**config.mk**
```make
export PLATFORM = sky130hd
export DESIGN_NAME = otbn_edn_arb
export DESIGN_NICKNAME = d
export VERILOG_FILES = /design/src/rtl/otbn_pkg.sv /design/src/rtl/otbn_edn_packer.sv /design/src/rtl/otbn_edn_arb.sv
export SDC_FILE = /design/constraint.sdc
export NUM_CORES = 1
export LEC_CHECK = 0
export ABC_AREA = 1
export ABC_CLOCK_PERIOD_IN_PS = 1700
export BUFFER_PORTS_ARGS = -buffer_cell sky130_fd_sc_hd__clkbuf_2
export CORE_ASPECT_RATIO = 0.7
export CORE_MARGIN = 5
export CORE_UTILIZATION = 44
export DETAILED_ROUTE_END_ITERATION = 7
export PLACE_DENSITY_LB_ADDON = 0.3
export SYNTH_ARGS = -nofsm -noshare
export SYNTH_HDL_FRONTEND = slang
export SYNTH_HIERARCHICAL = 1
export SYNTH_SLANG_ARGS = --single-unit
```
**constraint.sdc**
```tcl
create_clock -name clk_i -period 1.7 [get_ports clk_i]
set_input_delay 0.17 -clock clk_i [delete_from_list [all_inputs] [get_ports clk_i]]
set_output_delay 0.17 -clock clk_i [all_outputs]
set_load 0.05 [all_outputs]
```
**src/rtl/otbn_pkg.sv**
```systemverilog
// Shared OTBN widths and the EDN arbiter state encoding.
package otbn_pkg;

    localparam int unsigned WLEN            = 256;
    localparam int unsigned EdnDataWidth    = 32;
    localparam int unsigned EdnWordsPerWlen = WLEN / EdnDataWidth;

    typedef enum logic [1:0] {
        IDLE,
        FETCH,
        DRAIN
    } otbn_edn_arb_state_e;

endpackage

```
**src/rtl/otbn_edn_packer.sv**
```systemverilog
// Packs successive EDN transfers into one WLEN word and accumulates the FIPS/error flags.
module otbn_edn_packer
    import otbn_pkg::*;
#(
    parameter int unsigned EdnWords = EdnWordsPerWlen
) (
    input  logic                               clk_i,
    input  logic                               rst_i,
    input  logic                               clear_i,
    input  logic                               ack_i,
    input  logic [EdnDataWidth-1:0]            data_i,
    input  logic                               fips_i,
    input  logic                               err_i,
    output logic                               word_done_o,
    output logic [EdnWords*EdnDataWidth-1:0]   word_o,
    output logic                               fips_o,
    output logic                               err_o
);

    localparam int unsigned W    = EdnWords * EdnDataWidth;
    localparam int unsigned CntW = (EdnWords > 1) ? $clog2(EdnWords) : 1;

    logic [CntW-1:0] cnt_q;
    logic [W-1:0]    pack_q;
    logic [W-1:0]    pack_d;
    logic            fips_q;
    logic            err_q;

    // Current transfer lands in slot cnt, slot 0 at the LSBs.
    always_comb begin
        pack_d = pack_q;
        for (int unsigned i = 0; i < EdnWords; i++) begin
            if (cnt_q == CntW'(i)) begin
                pack_d[i*EdnDataWidth +: EdnDataWidth] = data_i;
            end
        end
    end

    assign word_done_o = ack_i & (cnt_q == CntW'(EdnWords - 1));
    assign word_o      = pack_d;
    assign fips_o      = fips_q & fips_i;
    assign err_o       = err_q | err_i;

    always_ff @(posedge clk_i) begin
        if (rst_i || clear_i || word_done_o) begin
            cnt_q  <= '0;
            pack_q <= '0;
            fips_q <= 1'b1;
            err_q  <= 1'b0;
        end else if (ack_i) begin
            cnt_q  <= cnt_q + CntW'(1);
            pack_q <= pack_d;
            fips_q <= fips_o;
            err_q  <= err_o;
        end
    end

endmodule

```
**src/rtl/otbn_edn_arb.sv**
```systemverilog
// Arbitrates the RND and URND clients onto one EDN port, fetching EdnWords transfers per grant.
module otbn_edn_arb
    import otbn_pkg::*;
#(
    parameter int unsigned EdnWords = EdnWordsPerWlen
) (
    input  logic                               clk_i,
    input  logic                               rst_i,
    input  logic                               wipe_i,
    input  logic                               rnd_req_i,
    input  logic                               urnd_req_i,
    output logic                               rnd_ack_o,
    output logic                               urnd_ack_o,
    output logic [EdnWords*EdnDataWidth-1:0]   rnd_data_o,
    output logic [EdnWords*EdnDataWidth-1:0]   urnd_data_o,
    output logic                               rnd_fips_o,
    output logic                               rnd_err_o,
    output logic                               edn_req_o,
    input  logic                               edn_ack_i,
    input  logic [EdnDataWidth-1:0]            edn_data_i,
    input  logic                               edn_fips_i,
    input  logic                               edn_err_i,
    output logic                               busy_o
);

    localparam int unsigned W = EdnWords * EdnDataWidth;

    otbn_edn_arb_state_e state_q;
    logic         edn_req_q, busy_q, gnt_urnd_q, prio_urnd_q;
    logic         rnd_ack_q, urnd_ack_q, rnd_fips_q, rnd_err_q;
    logic [W-1:0] rnd_data_q, urnd_data_q;

    logic         pick_urnd, fetch_wipe, pack_ack, word_done, pack_fips, pack_err;
    logic [W-1:0] pack_word;

    // prio_urnd_q set means URND wins a tie; it points away from the last grant.
    assign pick_urnd  = urnd_req_i & (~rnd_req_i | prio_urnd_q);
    assign fetch_wipe = (state_q == FETCH) & wipe_i;
    assign pack_ack   = (state_q == FETCH) & edn_ack_i & ~wipe_i;

    otbn_edn_packer #(
        .EdnWords (EdnWords)
    ) u_packer (
        .clk_i       (clk_i),
        .rst_i       (rst_i),
        .clear_i     (fetch_wipe),
        .ack_i       (pack_ack),
        .data_i      (edn_data_i),
        .fips_i      (edn_fips_i),
        .err_i       (edn_err_i),
        .word_done_o (word_done),
        .word_o      (pack_word),
        .fips_o      (pack_fips),
        .err_o       (pack_err)
    );

    always_ff @(posedge clk_i) begin
        if (rst_i) begin
            state_q     <= IDLE;
            edn_req_q   <= 1'b0;
            busy_q      <= 1'b0;
            gnt_urnd_q  <= 1'b0;
            prio_urnd_q <= 1'b0;
            rnd_ack_q   <= 1'b0;
            urnd_ack_q  <= 1'b0;
            rnd_data_q  <= '0;
            urnd_data_q <= '0;
            rnd_fips_q  <= 1'b0;
            rnd_err_q   <= 1'b0;
        end else begin
            rnd_ack_q   <= 1'b0;
            urnd_ack_q  <= 1'b0;
            rnd_data_q  <= '0;
            urnd_data_q <= '0;
            rnd_fips_q  <= 1'b0;
            rnd_err_q   <= 1'b0;
            unique case (state_q)
                IDLE: begin
                    if (!wipe_i && (rnd_req_i || urnd_req_i)) begin
                        state_q     <= FETCH;
                        edn_req_q   <= 1'b1;
                        busy_q      <= 1'b1;
                        gnt_urnd_q  <= pick_urnd;
                        prio_urnd_q <= ~pick_urnd;
                    end
                end
                FETCH: begin
                    // An outstanding EDN request cannot be withdrawn, so a wipe without ack drains it.
                    if (wipe_i) begin
                        if (edn_ack_i) begin
                            state_q   <= IDLE;
                            edn_req_q <= 1'b0;
                            busy_q    <= 1'b0;
                        end else begin
                            state_q <= DRAIN;
                        end
                    end else if (word_done) begin
                        state_q   <= IDLE;
                        edn_req_q <= 1'b0;
                        busy_q    <= 1'b0;
                        if (gnt_urnd_q) begin
                            urnd_ack_q  <= 1'b1;
                            urnd_data_q <= pack_word;
                        end else begin
                            rnd_ack_q  <= 1'b1;
                            rnd_data_q <= pack_word;
                            rnd_fips_q <= pack_fips;
                            rnd_err_q  <= pack_err;
                        end
                    end
                end
                DRAIN: begin
                    if (edn_ack_i) begin
                        state_q   <= IDLE;
                        edn_req_q <= 1'b0;
                        busy_q    <= 1'b0;
                    end
                end
                default: begin
                    state_q   <= IDLE;
                    edn_req_q <= 1'b0;
                    busy_q    <= 1'b0;
                end
            endcase
        end
    end

    assign rnd_ack_o   = rnd_ack_q;
    assign urnd_ack_o  = urnd_ack_q;
    assign rnd_data_o  = rnd_data_q;
    assign urnd_data_o = urnd_data_q;
    assign rnd_fips_o  = rnd_fips_q;
    assign rnd_err_o   = rnd_err_q;
    assign edn_req_o   = edn_req_q;
    assign busy_o      = busy_q;

    a_one_ack: assert property (@(posedge clk_i) disable iff (rst_i)
        !(rnd_ack_q && urnd_ack_q));

    a_req_hold: assert property (@(posedge clk_i)
        (!rst_i && !$past(rst_i) && $fell(edn_req_q)) |-> $past(edn_ack_i));

    a_rnd_held: assert property (@(posedge clk_i) disable iff (rst_i)
        (state_q == FETCH && !wipe_i && !gnt_urnd_q) |-> rnd_req_i);

    a_urnd_held: assert property (@(posedge clk_i) disable iff (rst_i)
        (state_q == FETCH && !wipe_i && gnt_urnd_q) |-> urnd_req_i);

endmodule
```
==> results of run 1 <==
[logic make-up after synthesis]
group | after synthesis | share of synthesized area (%)
compound gates | 77 | 1.379
buf+inv | 777 | 12.29
simple gates | 2131 | 30.32
fa+ha+maj | 6 | 0.2670
flops | 783 | 55.74
[power breakdown]
| group | switching, uW | internal [uW] |
|---|---|---|
| Combinational | 1370 | 618 |
| Sequential | 89.2 | 18500 |
| Clock | 7290 | 9900 |
[cells in the final DEF (no fill, tap or decap), drive strengths merged, types with 4 or more instances in the layout]
| master | netlist | routed |
|---|---|---|
| dlygate4sd3 | 0 | 7 |
| diode | 0 | 4 |
| bufinv | 0 | 6 |
| ha | 6 | 6 |
| clkinvlp | 0 | 4 |
| clkbuf | 53 | 670 |
| a21oi | 9 | 9 |
| inv | 537 | 545 |
| nor2 | 1005 | 1005 |
| nand2 | 735 | 737 |
| buf | 187 | 158 |
| dfxtp | 783 | 783 |
| clkinv | 0 | 17 |
| o21ai | 67 | 67 |
| nand3 | 385 | 385 |
[through the flow]
step	cells	util [%]	hold slack, ns
2_1_floorplan	3774	-	0.2391
3_3_place_gp	5064	50.95	0.4128
3_5_place_dp	5064	50.95	0.4209
4_1_cts	5207	55.18	0.02697
5_1_grt	5235	56.31	0.1346
6_report	5239	56.32	0.1041
[cell type report]
class	instances	share of cell area [%]
inverter	537	5.673
tap	829	2.914
antenna	4	0.02812
multi-input combinational	2216	25.75
clock buffer	100	6.046
clock inverter	35	1.097
sequential	783	44.05
timing repair buffer	735	14.43
[how the worst max path moves through the flow]
stage                            from                   end  slack [ns]  cells past startpoint
finish                     state_q[1]       rnd_data_o[247]        0.02                     10
global placement    u_packer/cnt_q[0]        rnd_data_o[68]       -0.04                      8
detailed placement  u_packer/cnt_q[0]        rnd_data_o[68]       -0.04                      8
floorplan           u_packer/cnt_q[0]       rnd_data_o[100]        0.03                      9
global route               state_q[1]       rnd_data_o[247]       -0.05                     10
CTS                        state_q[1]  u_packer/pack_q[200]       -0.01                     10
[layer usage]
metal / global-route usage, % / up-vias / part of all wire [%]
met5: 0 / - / 0
met4: 7.465 / 0 / 3.0
met3: 5.447 / 151 / 9.5
met2: 38.35 / 1050 / 44
met1: 33.56 / 11530 / 43
li1: - / 12320 / -
[timing repair]
item,CTS,global route
setup endpoints to repair,110,605
gates resized for setup,8,52
cloned,1,16
pin swaps,1,6
hold endpoints to repair,10,0
setup buffers,0,12
hold buffers,7,0
[sequential cells by signal, indices dropped and copies added (netlist names), 2 cells and up]
name	count
rnd_data_o	256
u_packer/pack_q	256
urnd_data_o	256
u_packer/cnt_q	3
state_q	2
[worst reg2reg max path, stage by stage (launching register included)]
cell       delay, ns
dfxtp_1         0.31
inv_1           0.09
nand2_2         0.09
nor3_4          0.18
nand2_2         0.12
inv_4           0.10
nand4_4         0.08
buf_12          0.17
buf_4           0.16
clkbuf_16       0.15
nor2_1          0.16
==> impl_metrics.yaml, run 1 <==
die:
  core_area_um2: 63200
  num_rows: 77
  die_w_um: 312.2
  start_util_pct: 44.49
  ios: 558
  die_h_um: 221.5
  dieArea_um2: 69140
sta:
  rsz0062_at_grt: "true"
  drv_slew: 0
  setup_viol: 0
  setup_ws_ns: 0.01809
  max_freq_ghz: 0.5946
  finalHoldViolCount: 0
  slew_headroom_pct: 51.18
  fin_tns_setup_ns: 0
  tightestPinTransition_ns: 0.7322
  fin_crit_sh_pct: 98.94
  period_minus_slack_ns: 1.682
  finClkSkew_ns: 0.02854
power_and_ir_drop:
  power_density_nw_per_um2: 1062
  total_power_uw: 37790
  p_leak_uw: 0.01706
  worst_ir_drop_vdd_uv: 690.6
finish:
  nNetsFinal: 4394
  fillCellCount: 5847
  regArea_um2: 15680
  multi_input_area_um2: 9168
  design_area_um2: 35600
  drive_above_1_share_pct: 20.25
  area_growth_pct: 26.59
placement:
  hpwl_mm: 59.51
  place_ws_ns: -0.04382
  gp_congestion: 0.8216
  place_area_um2: 32200
  port_buffers: 557
clocking:
  root_buffer: "clkbuf_16"
  cts.sinks: 783
  cts_buffers: 75
  htree_num_levels: 3
  clock_path_buffers: 3
  clock_latency_ns: 0.63
  cts_tree: "yes"
  clk_pin_slew_ns: 0.07
flow_run:
  maxCapViolations: 0
yosys:
  yosys-top-cells-area: "dfxtp_1 56%, nor2_1 13%, nand2_1 9.8%, inv_1 7.1%, nand3_1 6.9%"
  yosysUniqueCellTypes: 23
  synth_common_cells: "1004 x nor2_1, 783 x dfxtp_1, 734 x nand2_1"
  ys_ff_latch: 783
  syn_nets: 3820
  synth_top_cell_area_share_pct: 55.74
  avgSynthCellArea_um2: 7.451
  synth_area_um2: 28120
  yosysMostFrequentCell: "nor2_1"
  synthCells: 3774
  synth-edff-count: 0
  synth_warnings: 6
  ys_seq_area_share_pct: 55.74
  synthArstFlopShare_pct: 0
  synth-main-ff-cell: "dfxtp_1"
  synth_top_cell_by_area: "dfxtp_1"
setup_path:
  crit_required_ns: 2.25
  critPathTopFamily: "buffers and inverters"
  cpPeakStageDelay_ns: 0.31
  cp_data_arrival_time_ns: 2.23
  path_class: "reg -> reg"
  cp_num_buf_inv: 5
  cp_common_cell: "nand2_2"
  critPathCaptureType: "register"
  reg2reg_depth: 10
  start_kind: "register"
  r2r_end: "rnd_data_o[247]"
  path_max_fanout: 7
  r2r-start: "state_q[1]"
  regToRegSetupSlack_ns: 0.02
  slowest_stage: "dfxtp_1"
  cp_cell_sequence: "inv_1 -> nand2_2 -> nor3_4 -> nand2_2 -> inv_4 -> nand4_4 -> buf_12 -> buf_4 -> clkbuf_16 -> nor2_1"
hold_path:
  holdPathEnd: "state_q[1]"
  hold_path_startpoint: "wipe_i"
  hold_path_class: "in -> reg"
  hold_depth: 5
global_routing:
  overflow: 0
  grt_pass1_wl_mm: 132.4
  grt_pass1_vias: 22610
  grt_max_degree: 96
  antenna_found_initial: 3
  track_usage_pct: 24.32
run_status:
  outcome: "completed"
drt:
  dr.pass1.iters: 7
  vias: 25050
  drc_errors: 0
  viasPerCell: 4.781
  ant_nets: 0
  wl_per_cell_um: 17.33
  wl_mm: 90.78
  drt_iter0_drc: 2709
(Power assumes the default switching activity.)
==> inputs of run 2 (changes only) <==
==> constraint.sdc (replaced) <==
create_clock -name clk_i -period 1.7 [get_ports clk_i]
set_input_delay 0.51 -clock clk_i [delete_from_list [all_inputs] [get_ports clk_i]]
set_output_delay 0.51 -clock clk_i [all_outputs]
set_load 0.05 [all_outputs]
==> run 2 against run 1 <==
Against the previous run:
- the flow now finishes with violations (setup timing)
- register-to-register slack better by 0.02 ns
- clock power up 3%
- combinational power up 7%
- die area unchanged
- worst hold slack better by 0.033 ns
- non-clock buffer count up 33
- via count up 2.0%
- clock skew down 0.0096 ns
- design area up 11%
- maximum frequency down 1.4%
- count of clock-buffer cells in the layout down 1
- critical path type is now reg -> out
==> impl_metrics.yaml, run 2 (synthesized netlist as in run 1, its figures left out) <==
drt:
  drt_iter0_drc: 2458
  vias: 25550
  ant_nets: 0
  viasPerCell: 4.849
  wl_per_cell_um: 18.29
  wl_mm: 96.39
  drc_errors: 0
  dr.pass1.iters: 6
finish:
  nNetsFinal: 4426
  area_growth_pct: 39.90
  instances_no_fill: 5270
  drive_above_1_share_pct: 22.89
  design_area_um2: 39340
  mostFrequentLayoutCells: "991 x nor2_1, 736 x dfxtp_1, 715 x nand2_1"
  final_common_cell: "nor2_1"
setup_path:
  start_kind: "register"
  r2r_end: "urnd_data_o[58]"
  regToRegSetupSlack_ns: 0.04
  path_class: "reg -> out"
  critPathCaptureType: "output port"
  cp_num_buf_inv: 1
  path_max_fanout: 1
  cp_cell_sequence: "clkbuf_16"
  critPathTopFamily: "flip-flops"
  cp_data_arrival_time_ns: 1.20
  r2r-start: "u_packer/cnt_q[1]"
  crit_required_ns: 1.19
  cpPeakStageDelay_ns: 0.39
  slowest_stage: "dfxtp_4"
  reg2reg_depth: 11
global_routing:
  grt_pass1_vias: 23890
  track_usage_pct: 25.94
  overflow: 0
  grt_max_degree: 66
  grt_pass1_wl_mm: 140.5
  antenna_found_initial: 4
die:
  die_h_um: 221.5
  num_rows: 77
  die_w_um: 312.2
  dieArea_um2: 69140
  start_util_pct: 44.49
  ios: 558
  core_area_um2: 63200
clocking:
  clock_path_buffers: 3
  cts.sinks: 783
  cts_tree: "yes"
  cts_buffers: 74
  htree_num_levels: 3
  root_buffer: "clkbuf_16"
  clk_pin_slew_ns: 0.06
  clock_latency_ns: 0.62
run_status:
  violations: "setup timing"
  outcome: "finished, violations left"
power_and_ir_drop:
  p_leak_uw: 0.01814
  power_density_nw_per_um2: 975.7
  seqPwrFrac_pct: 48.5
  clkPwrFrac_pct: 46.0
  p_int_uw: 29630
  combPwrFrac_pct: 5.5
  total_power_uw: 38380
  worst_ir_drop_vdd_uv: 742.3
  switching_share_pct: 22.80
  switchingPower_uw: 8752
hold_path:
  hold_path_class: "in -> reg"
  holdPathEnd: "u_packer/err_q"
  hold_path_startpoint: "edn_err_i"
  hold_depth: 3
placement:
  port_buffers: 557
  dpl.cell_count: 5109
  place_area_um2: 32830
  gp_congestion: 0.8074
  hpwl_mm: 60.83
flow_run:
  maxCapViolations: 0
sta:
  rsz0062_at_grt: "true"
  tightestPinTransition_ns: 0.4786
  fin_crit_sh_pct: 100.4
  period_minus_slack_ns: 1.706
  slew_headroom_pct: 68.09
  finalHoldViolCount: 0
  drv_slew: 0
  setup_viol: 1
  setup_ws_ns: -0.005976
  finClkSkew_ns: 0.01893
  max_freq_ghz: 0.5862
## run 2: cell types whose count changed in the layout (fill, tap and decap cells not counted), moves of 11 or more
cell      before  now
buf_6         12   35
dfxtp_1      780  736
dfxtp_2        2   43
inv_2          5   24
nand2_1      726  715
clkbuf_4       0   79
buf_8          1   35
buf_4         92  277
inv_1        530  510
buf_12        46   72
clkbuf_8      16  219
clkbuf_2     557   39
## run 2: timing repair
| action | in CTS | in global routing |
|---|---|---|
| buffers inserted | 3 | 6 |
| hold endpoints to repair | 0 | 0 |
| gates resized for setup | 835 | 341 |
| hold buffers | 0 | 0 |
| pin swaps | 3 | 12 |
| gates cloned | 6 | 10 |
| setup endpoints to repair | 1177 | 784 |
## run 2: worst max-delay path by stage
| stage | slack [ns] | endpoint | startpoint | cells past startpoint |
|---|---|---|---|---|
| 2_1_floorplan | 0.03 | rnd_data_o[100] | u_packer/cnt_q[0] | 9 |
| 3_3_place_gp | -0.27 | rnd_data_o[223] | edn_ack_i | 9 |
| 3_5_place_dp | -0.29 | rnd_data_o[223] | edn_ack_i | 9 |
| 4_1_cts | -0.04 | rnd_data_o[129] | rnd_data_o[129] | 1 |
| 5_1_grt | -0.04 | u_packer/pack_q[181] | state_q[1] | 10 |
| 6_report | -0.006 | rnd_data_o[129] | rnd_data_o[129] | 1 |
## run 2: cell type report
class	instances	area [um^2]
Antenna cell	3	7.507
Clock buffer	99	2122
Clock inverter	35	469.2
Fill cell	5143	23860
Inverter	537	2022
Multi-Input combinational cell	2216	9304
Sequential cell	783	15740
Tap cell	829	1037
Timing Repair Buffer	768	8635
## run 2: per-stage QoR
stage	utilization, %	TNS (ns)	setup WS [ns]	hold slack, ns
5_1_grt	62.24	-0.3965	-0.03657	0.1722
4_1_cts	61.08	-0.06452	-0.03624	0.1017
6_report	62.25	-0.005976	-0.005976	0.1374
3_3_place_gp	51.94	-149.10	-0.2696	0.4182
3_5_place_dp	51.94	-163.67	-0.2872	0.4207
2_1_floorplan	-	0	0.02972	0.4103
## run 2: power groups by stage
stage          logic (uW)  clock network [uW]  registers, uW
2_1_floorplan        1120                   0          19000
3_3_place_gp         1930                   0          19000
3_5_place_dp         1950                   0          19000
4_1_cts              2040               17800          18600
5_1_grt              2300               18700          18600
6_report             2120               17700          18600
## run 2: layer usage
layer	routed length, um	vias to the layer above	GRT usage (%)
li1	-	12400	-
met3	8726	199	6.316
met4	3351	0	9.284
met5	0	-	0
met1	39250	11910	33.51
met2	45070	1041	42.65
